$ cat config.mk
export PLATFORM = sky130hd
export DESIGN_NAME = s32x_sdr_arb
export DESIGN_NICKNAME = d
export VERILOG_FILES = /design/src/rtl/s32x_sdr_arb.sv
export SDC_FILE = /design/constraint.sdc
export NUM_CORES = 1
export LEC_CHECK = 0
export BUFFER_PORTS_ARGS = -buffer_cell sky130_fd_sc_hd__buf_2
export CELL_PAD_IN_SITES_DETAIL_PLACEMENT = 2
export CELL_PAD_IN_SITES_GLOBAL_PLACEMENT = 2
export CORE_ASPECT_RATIO = 0.8
export CORE_MARGIN = 1
export CORE_UTILIZATION = 30
export CTS_CLUSTER_SIZE = 24
export DETAILED_ROUTE_END_ITERATION = 10
export PLACE_DENSITY_LB_ADDON = 0.1
export SLEW_MARGIN = 20
export SYNTH_ARGS = -nofsm -noshare
export SYNTH_HDL_FRONTEND = slang
export SYNTH_SLANG_ARGS = --single-unit
$ cat constraint.sdc
create_clock -name CLK -period 6.2 [get_ports CLK]
set_clock_uncertainty 0.15 [all_clocks]
set_input_delay 0.62 -clock CLK [delete_from_list [all_inputs] [get_ports CLK]]
set_output_delay 0.62 -clock CLK [all_outputs]
set_load 0.02 [all_outputs]
$ cat src/rtl/s32x_sdr_arb.sv
// s32x_sdr_arb
// Two-port round-robin arbiter that shares the 32X SDRAM between the master
// and slave SH-2 buses. A CS3 bus cycle is captured as a pending request on
// the falling-edge enable. Valid requests are granted one at a time onto the
// SDR_* port. The losing CPU is held in wait, and read data is returned
// through a per-port latch.
//
// Ports
//   CLK, RST_N            clock, asynchronous active-low reset
//   CE_F                  SH bus falling-edge enable (qualifies BS_N capture)
//   M_* / S_*             master / slave SH bus: address, write data, read
//                         data latch, CS3, BS, RD, byte WE strobes, WAIT_N
//   SDR_A/DO/CS/RD/WE     SDRAM transaction outputs, constant during access
//   SDR_DI, SDR_WAIT      SDRAM read data and busy indication
//
// Parameter
//   USE_SDR_WAIT  1: completion waits for SDR_WAIT low; 0: fixed 2-cycle access
module s32x_sdr_arb #(
    parameter bit USE_SDR_WAIT = 1'b1
) (
    input  logic        CLK,
    input  logic        RST_N,
    input  logic        CE_F,
    input  logic [16:0] M_A,
    input  logic [15:0] M_DI,
    output logic [15:0] M_DO,
    input  logic        M_CS_N,
    input  logic        M_BS_N,
    input  logic        M_RD_N,
    input  logic [1:0]  M_WE_N,
    output logic        M_WAIT_N,
    input  logic [16:0] S_A,
    input  logic [15:0] S_DI,
    output logic [15:0] S_DO,
    input  logic        S_CS_N,
    input  logic        S_BS_N,
    input  logic        S_RD_N,
    input  logic [1:0]  S_WE_N,
    output logic        S_WAIT_N,
    output logic [16:0] SDR_A,
    output logic [15:0] SDR_DO,
    input  logic [15:0] SDR_DI,
    output logic        SDR_CS,
    output logic        SDR_RD,
    output logic [1:0]  SDR_WE,
    input  logic        SDR_WAIT
);

    typedef enum logic [1:0] {IDLE, ACC_M, ACC_S} state_t;
    typedef enum logic {SRV_M, SRV_S} srv_t;

    state_t state, state_nxt;
    srv_t   last_srv;

    logic pend_m, pend_s, done_m, done_s;
    logic cnt;      // saturates at 1: only "at least one cycle in ACC" matters
    logic abort;    // granted port dropped CS_N during the access
    logic cap_m, cap_s, req_m, req_s;
    logic grant_m, grant_s, finish, keep, gnt_cs_n;

    assign cap_m = CE_F && !M_CS_N && !M_BS_N;
    assign cap_s = CE_F && !S_CS_N && !S_BS_N;

    // A pending request is only valid once a read or write strobe shows up.
    assign req_m = pend_m && !M_CS_N && (!M_RD_N || (M_WE_N != 2'b11));
    assign req_s = pend_s && !S_CS_N && (!S_RD_N || (S_WE_N != 2'b11));

    // An access whose port let go of CS_N still runs to completion on the
    // SDRAM side, but its result is not delivered to the CPU.
    assign gnt_cs_n = (state == ACC_M) ? M_CS_N : S_CS_N;
    assign keep     = finish && !abort && !gnt_cs_n;

    assign M_WAIT_N = done_m || !(pend_m || (!M_CS_N && !M_BS_N));
    assign S_WAIT_N = done_s || !(pend_s || (!S_CS_N && !S_BS_N));

    always_comb begin
        // NOTE: every signal gets a default before the case so no path can
        // leave it unassigned and infer a latch.
        state_nxt = state;
        grant_m   = 1'b0;
        grant_s   = 1'b0;
        finish    = 1'b0;
        case (state)
            IDLE: begin
                if (req_m && (!req_s || last_srv == SRV_S)) begin
                    grant_m   = 1'b1;
                    state_nxt = ACC_M;
                end else if (req_s) begin
                    grant_s   = 1'b1;
                    state_nxt = ACC_S;
                end
            end
            ACC_M, ACC_S: begin
                if (cnt && (!SDR_WAIT || !USE_SDR_WAIT)) begin
                    finish    = 1'b1;
                    state_nxt = IDLE;
                end
            end
            default: state_nxt = IDLE;
        endcase
    end

    // NOTE: all sequential state uses non-blocking assignments so every
    // register samples the pre-edge values of the others.
    always_ff @(posedge CLK or negedge RST_N) begin
        if (!RST_N) state <= IDLE;
        else        state <= state_nxt;
    end

    // SDRAM transaction registers, round-robin pointer and access counter.
    always_ff @(posedge CLK or negedge RST_N) begin
        if (!RST_N) begin
            SDR_CS   <= 1'b0;
            SDR_RD   <= 1'b0;
            SDR_WE   <= 2'b00;
            SDR_A    <= '0;
            SDR_DO   <= '0;
            cnt      <= 1'b0;
            abort    <= 1'b0;
            last_srv <= SRV_S;
        end else if (grant_m || grant_s) begin
            SDR_CS <= 1'b1;
            SDR_A  <= grant_s ? S_A  : M_A;
            SDR_DO <= grant_s ? S_DI : M_DI;
            // Read wins when both strobes are present.
            SDR_RD <= grant_s ? !S_RD_N : !M_RD_N;
            if (grant_s) SDR_WE <= S_RD_N ? ~S_WE_N : 2'b00;
            else         SDR_WE <= M_RD_N ? ~M_WE_N : 2'b00;
            cnt    <= 1'b0;
            abort  <= 1'b0;
        end else if (finish) begin
            SDR_CS   <= 1'b0;
            SDR_RD   <= 1'b0;
            SDR_WE   <= 2'b00;
            last_srv <= (state == ACC_M) ? SRV_M : SRV_S;
        end else if (state != IDLE) begin
            cnt <= 1'b1;
            if (gnt_cs_n) abort <= 1'b1;
        end
    end

    // Per-port request / completion flags and read data latches.
    always_ff @(posedge CLK or negedge RST_N) begin
        if (!RST_N) begin
            pend_m <= 1'b0;
            pend_s <= 1'b0;
            done_m <= 1'b0;
            done_s <= 1'b0;
            M_DO   <= '0;
            S_DO   <= '0;
        end else begin
            if (cap_m)                         pend_m <= 1'b1;
            else if (finish && state == ACC_M) pend_m <= 1'b0;
            else if (M_CS_N && state != ACC_M) pend_m <= 1'b0;

            if (cap_s)                         pend_s <= 1'b1;
            else if (finish && state == ACC_S) pend_s <= 1'b0;
            else if (S_CS_N && state != ACC_S) pend_s <= 1'b0;

            if (cap_m)                       done_m <= 1'b0;
            else if (keep && state == ACC_M) done_m <= 1'b1;
            else if (M_CS_N)                 done_m <= 1'b0;

            if (cap_s)                       done_s <= 1'b0;
            else if (keep && state == ACC_S) done_s <= 1'b1;
            else if (S_CS_N)                 done_s <= 1'b0;

            if (keep && SDR_RD) begin
                if (state == ACC_M) M_DO <= SDR_DI;
                else                S_DO <= SDR_DI;
            end
        end
    end

endmodule

==> summary.md, run 1 <==
| Metric | Value |
|---|---|
| R2R Setup Slk | `around 3500 ps` |
| Worst skew pair latency | `330 ps` |
| GR peak layer | `met2` |
| Syn_area_per_cell | `12.79 um2` |
| Endpoints failing setup | `0` |
| CTS tree | `built` |
| Die Area | `0.01194 mm2` |
| Final non-filler cell total | `between 500 and 600` |
| Final setup TNS | `0 ps` |
| Final Hold Fails | `0` |
| Final Cell Area | `between 0.004 and 0.005 mm2` |
| Largest net degree at the start of global routing | `between 70 and 80` |
| Vias in the first global route | `3199` |
| Share of cells above drive strength 1 | `a little over 50%` |
| R2r endpoint | `M_DO[14]` |
| Core area | `0.01102 mm2` |
| R2R Path Start | `state[0]` |
| Syn. warnings | `0` |
| Slowest stage delay, CP | `~760 ps` |
| CP Max Fanout | `16` |
| Arrival time worst endpoint | `around 2800 ps` |
| Sequential share of the synthesized area | `56.58%` |
| RSZ-0062 raised after global routing | `no` |
| Slew HR | `37.42%` |
| Final core utilization | `42.78%` |
| CTS max path bufs | `2` |
| F_max | `364.8 MHz` |
| M1 GR Usage | `23.76%` |
| CTS resizes | `0` |
| Area leader, netlist | `dfrtp_1` |
| Asr flop ratio synth | `100.0%` |
| Total Wirelength | `11.08 mm` |
| Number of antenna-violating nets in the routed design | `0` |
| EDFF count, synth | `0` |
| Crit. End Element | `flip-flop` |
| GPL Wtd Cong | `0.7121` |
| Peak supply drop | `0.0001702 V` |
| Drt first pass iters | `4` |
| Number of port buffers | `166` |
| GRT Overall Usage | `between 15 and 20%` |
| DRC | `0` |
| Post-synthesis cell area | `0.003452 mm2` |
| Synth top area share | `55.82%` |
| Starting density of the core | `between 30% and 40%` |
| Commonest non-fill, non-tap cell in the layout | `buf_2` |
| Row count | `34` |
| Total congestion overflow | `0` |
| Area after DPL | `0.004374 mm2` |
| Vias per cell | `5.085` |
| Top post-synthesis cells by area | `dfrtp_1, a221o_1, mux2_2` |
| DRT iter0 DRCs | `113` |
| DPL Wire Length | `7.879 mm` |
| CP startpoint kind | `flip-flop` |
| Mean routed wirelength per cell | `19.14 um` |
| Total setup buffers inserted after CTS | `0` |
| Register bit count reported by yosys | `between 70 and 80` |
| Total power | `2190 uW` |
| Worst-margin pin slew | `933.7 ps` |
| Ant diodes | `0` |
| Die Y-Extent | `97.95 um` |
| Ys flop type | `dfrtp_1` |
| Hold buffer count at CTS | `0` |
| Synth Instances | `270` |
| Number of antenna violations at the first check in global routing | `0` |
| Critical path, cell by cell | `inv_1, ha_1, nand3b_4, nor2_2, nand4b_1, mux2_2` |
| GR Layer Usage met2 | `31.68%` |
| Leak pwr | `between 0.002 and 0.003 uW` |
| WS Path Type | `flip-flop to flip-flop` |
| First-pass GRT wire length | `~18 mm` |
| Pwr dens | `464.7 mW/mm2` |
| # nets final | `between 500 and 600` |
| Most frequent cells in the layout | `buf_2, dfrtp_1, and3_1` |
| CTS Sinks | `78` |
| Ports | `167` |
| Post-synthesis cell type count | `38` |
| Clk slew on worst S/H paths | `~60 ps` |
| Slowest cell on crit path | `nand4b_1` |
| H-tree levels | `3` |
| Hold crit path type | `input port to async pin` |
| Mapped Nets | `369` |
| Status | `finished clean` |
| Met3 usage | `7.418%` |
| Tmin final | `2742 ps` |
| Max-Cap Viols | `0` |
| TritonCTS Buffers | `9` |
| Reg2Reg Depth | `6` |
| Placed insts | `563` |
| Vias | `2944` |
| CP Data Required Time | `about 6300 ps` |
| Clock root buffer | `clkbuf_16` |
| P&R area growth vs syn | `36.53%` |
| Pins Over Slew Limit | `0` |
| Fin crit share | `44.22%` |
| Die X-Extent | `121.9 um` |
## cell usage after synthesis, types with 6 or more instances
cell type,n
o21ai_0,8
nor2_1,6
mux2_2,27
a221o_1,33
inv_1,7
nand2_1,6
clkbuf_1,8
dfrtp_1,77
and3_1,35
## worst max-delay path by stage
stage / from / end / slack (ps) / cells after the start
global placement: M_CS_N / SDR_A[0] / 3410 / 5
detailed placement: M_CS_N / SDR_A[2] / 3390 / 5
finish: state[0] / M_DO[14] / 3460 / 6
CTS: state[0] / M_DO[14] / 3380 / 6
floorplan: M_RD_N / SDR_A[12] / 4030 / 7
global route: state[0] / M_DO[14] / 3250 / 6
## kinds of logic after synthesis
group | synth area share (%)
buffers and inverters | 4.096
adder cells (fa/ha/maj) | 1.087
AO/OA/AOI/OAI | 15.01
multiplexers | 11.02
flip-flops | 56.58
AND/OR/NAND/NOR | 12.21
## worst max-delay path: cells and delay by family (launching register included)
family	cells	cell delay (ps)
simple gates	3	1110
fa+ha+maj	1	330
buf+inv	1	70
mux	1	570
flops	1	370
## report_power, final
part           leakage, uW  internal, uW  switching, uW
Clock             0.000159           367            221
Sequential         0.00101           689            108
Combinational      0.00145           325            481
Total              0.00262          1380            810
## sequential cells by signal (all words and copies together), names as in the netlist, 2 cells and up
| register | count |
|---|---|
| SDR_A | 17 |
| M_DO | 16 |
| SDR_DO | 16 |
| S_DO | 16 |
| SDR_WE | 2 |
| state | 2 |
## layer usage
metal | wire length, um | up-vias
met1 | 4804 | 1467
li1 | - | 1346
met2 | 5166 | 122
met5 | 0 | -
met4 | 121 | 0
met3 | 990 | 9
## final cells by class
| cell class | count | area, um2 |
|---|---|---|
| fillers | 1169 | 6305 |
| flip-flops and latches | 78 | 1953 |
| clock buffers | 10 | 239.0 |
| clock inverters | 6 | 93.84 |
| multi-input cells | 166 | 1369 |
| inverters | 7 | 26.28 |
| repair buffers | 168 | 852.1 |
| well taps | 144 | 180.2 |
## through the flow
| stage | hold slack [ps] | setup WS, ps |
|---|---|---|
| 2_1_floorplan | 174.4 | 4035 |
| 3_3_place_gp | 313.6 | 3412 |
| 3_5_place_dp | 316.0 | 3391 |
| 4_1_cts | 327.8 | 3378 |
| 5_1_grt | 227.6 | 3248 |
| 6_report | 166.8 | 3458 |
Note: power is estimated with default switching activity, not from simulation.
==> inputs of run 2 (changes only) <==
--- a/config.mk
+++ b/config.mk
@@ -10,7 +10,7 @@
 export CELL_PAD_IN_SITES_GLOBAL_PLACEMENT = 2
 export CORE_ASPECT_RATIO = 0.8
 export CORE_MARGIN = 1
-export CORE_UTILIZATION = 30
+export CORE_UTILIZATION = 25
 export CTS_CLUSTER_SIZE = 24
 export DETAILED_ROUTE_END_ITERATION = 10
 export PLACE_DENSITY_LB_ADDON = 0.1
==> constraint.sdc (replaced) <==
create_clock -name CLK -period 2.37 [get_ports CLK]
set_clock_uncertainty 0.15 [all_clocks]
set_input_delay 0.237 -clock CLK [delete_from_list [all_inputs] [get_ports CLK]]
set_output_delay 0.237 -clock CLK [all_outputs]
set_load 0.02 [all_outputs]
==> summary.md, run 2 (synthesis results as in run 1) <==
| Metric | Value |
|---|---|
| Status | `finished clean` |
| GPL Wtd Cong | `0.7160 (+0.55%)` |
| WS Path Type | `input port to flip-flop` |
| Drt first pass iters | `4 (unchanged)` |
| DRT iter0 DRCs | `107 (-5.3%)` |
| Largest net degree at the start of global routing | `42 (-47%)` |
| Hold crit path type | `input port to flip-flop` |
| Leak pwr | `0.002861 uW (+9.1%)` |
| CTS resizes | `0 (unchanged)` |
| GRT Overall Usage | `16.55% (-2.9 points)` |
| Number of antenna violations at the first check in global routing | `0 (unchanged)` |
| CTS tree | `built` |
| RSZ-0062 raised after global routing | `no` |
| Row count | `38 (+12%)` |
| Slew HR | `66.70% (+29 points)` |
| DPL Wire Length | `8.064 mm (+2.3%)` |
| CTS max path bufs | `2 (unchanged)` |
| Worst-margin pin slew | `499.5 ps (-434.3 ps)` |
| Ant diodes | `0 (unchanged)` |
| CTS Sinks | `78 (unchanged)` |
| Fin crit share | `slightly above 90%` |
| Worst skew pair latency | `330 ps (about the same)` |
| Final setup TNS | `0 ps (unchanged)` |
| Ports | `167 (unchanged)` |
| Most frequent cells in the layout | `buf_2, dfrtp_1, dlygate4sd3_1` |
| Sequential power share | `36.0% (-0.4 points)` |
| Die Area | `0.01429 mm2 (+20%)` |
| CP Buf/Inv Count | `3 (+2)` |
| Cell Int Power | `3666 uW (+170%)` |
| CP Max Fanout | `36 (+20)` |
| CP startpoint kind | `input port` |
| DRC | `0 (unchanged)` |
| Vias | `3143 (+6.8%)` |
| Core area | `0.01350 mm2 (+23%)` |
| Clock root buffer | `clkbuf_16` |
| H-tree levels | `3 (unchanged)` |
| Top delay family on crit path | `buffers and inverters` |
| CP Data Required Time | `2440 ps (-3820 ps)` |
| Clk slew on worst S/H paths | `60 ps (about the same)` |
| # nets final | `583 (+10%)` |
| Final core utilization | `39.20% (-3.6 points)` |
| Die Y-Extent | `107.1 um (+9.3%)` |
| Mean routed wirelength per cell | `17.00 um (-11%)` |
| Pins Over Slew Limit | `0 (unchanged)` |
| P&R area growth vs syn | `53.32%` |
| Arrival time worst endpoint | `2280 ps (-520 ps)` |
| Reg with most FFs | `SDR_A` |
| Comb power frac | `37.7% (+0.9 points)` |
| Critical path, cell by cell | `dlygate4sd3_1, buf_2, nand2b_1, or3_1, buf_4, and3_1, a221o_1` |
| First-pass GRT wire length | `18.11 mm (+3.0%)` |
| Slowest cell on crit path | `dlygate4sd3_1` |
| Largest register FFs | `17 (unchanged)` |
| Share of cells above drive strength 1 | `46.01% (-4.3 points)` |
| Tmin final | `between 2000 and 2500 ps` |
| Pwr dens | `1098 mW/mm2 (+140%)` |
| Sw Share | `36.92% (-0.064 points)` |
| Switching pwr | `2145 uW (+160%)` |
| Max-Cap Viols | `0 (unchanged)` |
| Endpoints failing setup | `0 (unchanged)` |
| Commonest non-fill, non-tap cell in the layout | `buf_2` |
| Clock share of power | `26.3% (-0.5 points)` |
| Crit. End Element | `flip-flop` |
| Vias in the first global route | `3420 (+6.9%)` |
| TritonCTS Buffers | `9 (unchanged)` |
| Slowest stage delay, CP | `530 ps (-230 ps)` |
| Number of port buffers | `166 (unchanged)` |
| Peak supply drop | `0.0004502 V (+160%)` |
| Die X-Extent | `133.4 um (+9.4%)` |
| Starting density of the core | `25.57% (-5.8 points)` |
| Number of antenna-violating nets in the routed design | `0 (unchanged)` |
| F_max | `between 400 and 500 MHz` |
| Final Hold Fails | `0 (unchanged)` |
| Total Wirelength | `11.37 mm (+2.6%)` |
| Vias per cell | `4.698 (-7.6%)` |
| Total congestion overflow | `0 (unchanged)` |
## run 2: changes by cell type in the layout (fill, tap and decap cells not counted), moves of 2 or more
cell / before / now
dlygate4sd3_1: 0 / 46
buf_4: 2 / 9
buf_12: 0 / 2
clkinv_4: 2 / 0
inv_6: 1 / 3
## run 2: power by group through the flow
stage               combinational (uW)  clock (uW)  sequential, uW
floorplan                          828           0            2580
CTS                               2220        1590            2100
finish                            2190        1530            2090
detailed placement                2170           0            2100
global route                      2360        1640            2140
global placement                  2130           0            2100
## run 2: per-layer routing
layer	vias up	part of all wire (%)	global-route usage, %
met5	-	0	0
met4	0	1.6	5.438
met3	13	7.2	5.485
met2	116	46	26.93
met1	1551	46	20.61
li1	1463	-	-
## run 2: area by class of cell
class,count,area [um2]
Inverter,7,26.28
Multi-Input combinational cell,166,1366
Clock buffer,9,225.2
Timing Repair Buffer,222,1394
Tap cell,180,225.2
Clock inverter,7,102.6
Sequential cell,78,1953
Fill cell,1447,8210
## run 2: timing repair
item	CTS	global route
buffers inserted	0	0
hold endpoints to repair	93	0
endpoints found under the setup margin	0	0
hold buffers	46	0
## run 2: final timing paths
path,slack (ps),from,depth (start not counted),to
setup reg to reg,280,state[0],7,S_DO[10]
hold / removal,20,SDR_DI[2],2,M_DO[2]
hold reg to reg,340,SDR_CS,2,SDR_CS
setup / recovery,160,M_CS_N,7,SDR_A[9]
max in group asynchronous,1130,RST_N,3,last_srv
min in group asynchronous,260,RST_N,2,M_DO[14]
## run 2: metrics by stage
| step | hold WS, ps | cells | setup WS, ps | power, uW | instance area (um2) |
|---|---|---|---|---|---|
| global route | 6.909 | 669 | 46.56 | 6139 | 5293 |
| floorplan | -208.6 | 270 | 308.4 | 3406 | 3452 |
| detailed placement | 93.17 | 607 | 280.6 | 4273 | 4504 |
| CTS | 1.279 | 669 | 153.2 | 5906 | 5293 |
| global placement | 91.90 | 607 | 376.2 | 4230 | 4504 |
| finish | 18.78 | 669 | 157.4 | 5811 | 5293 |
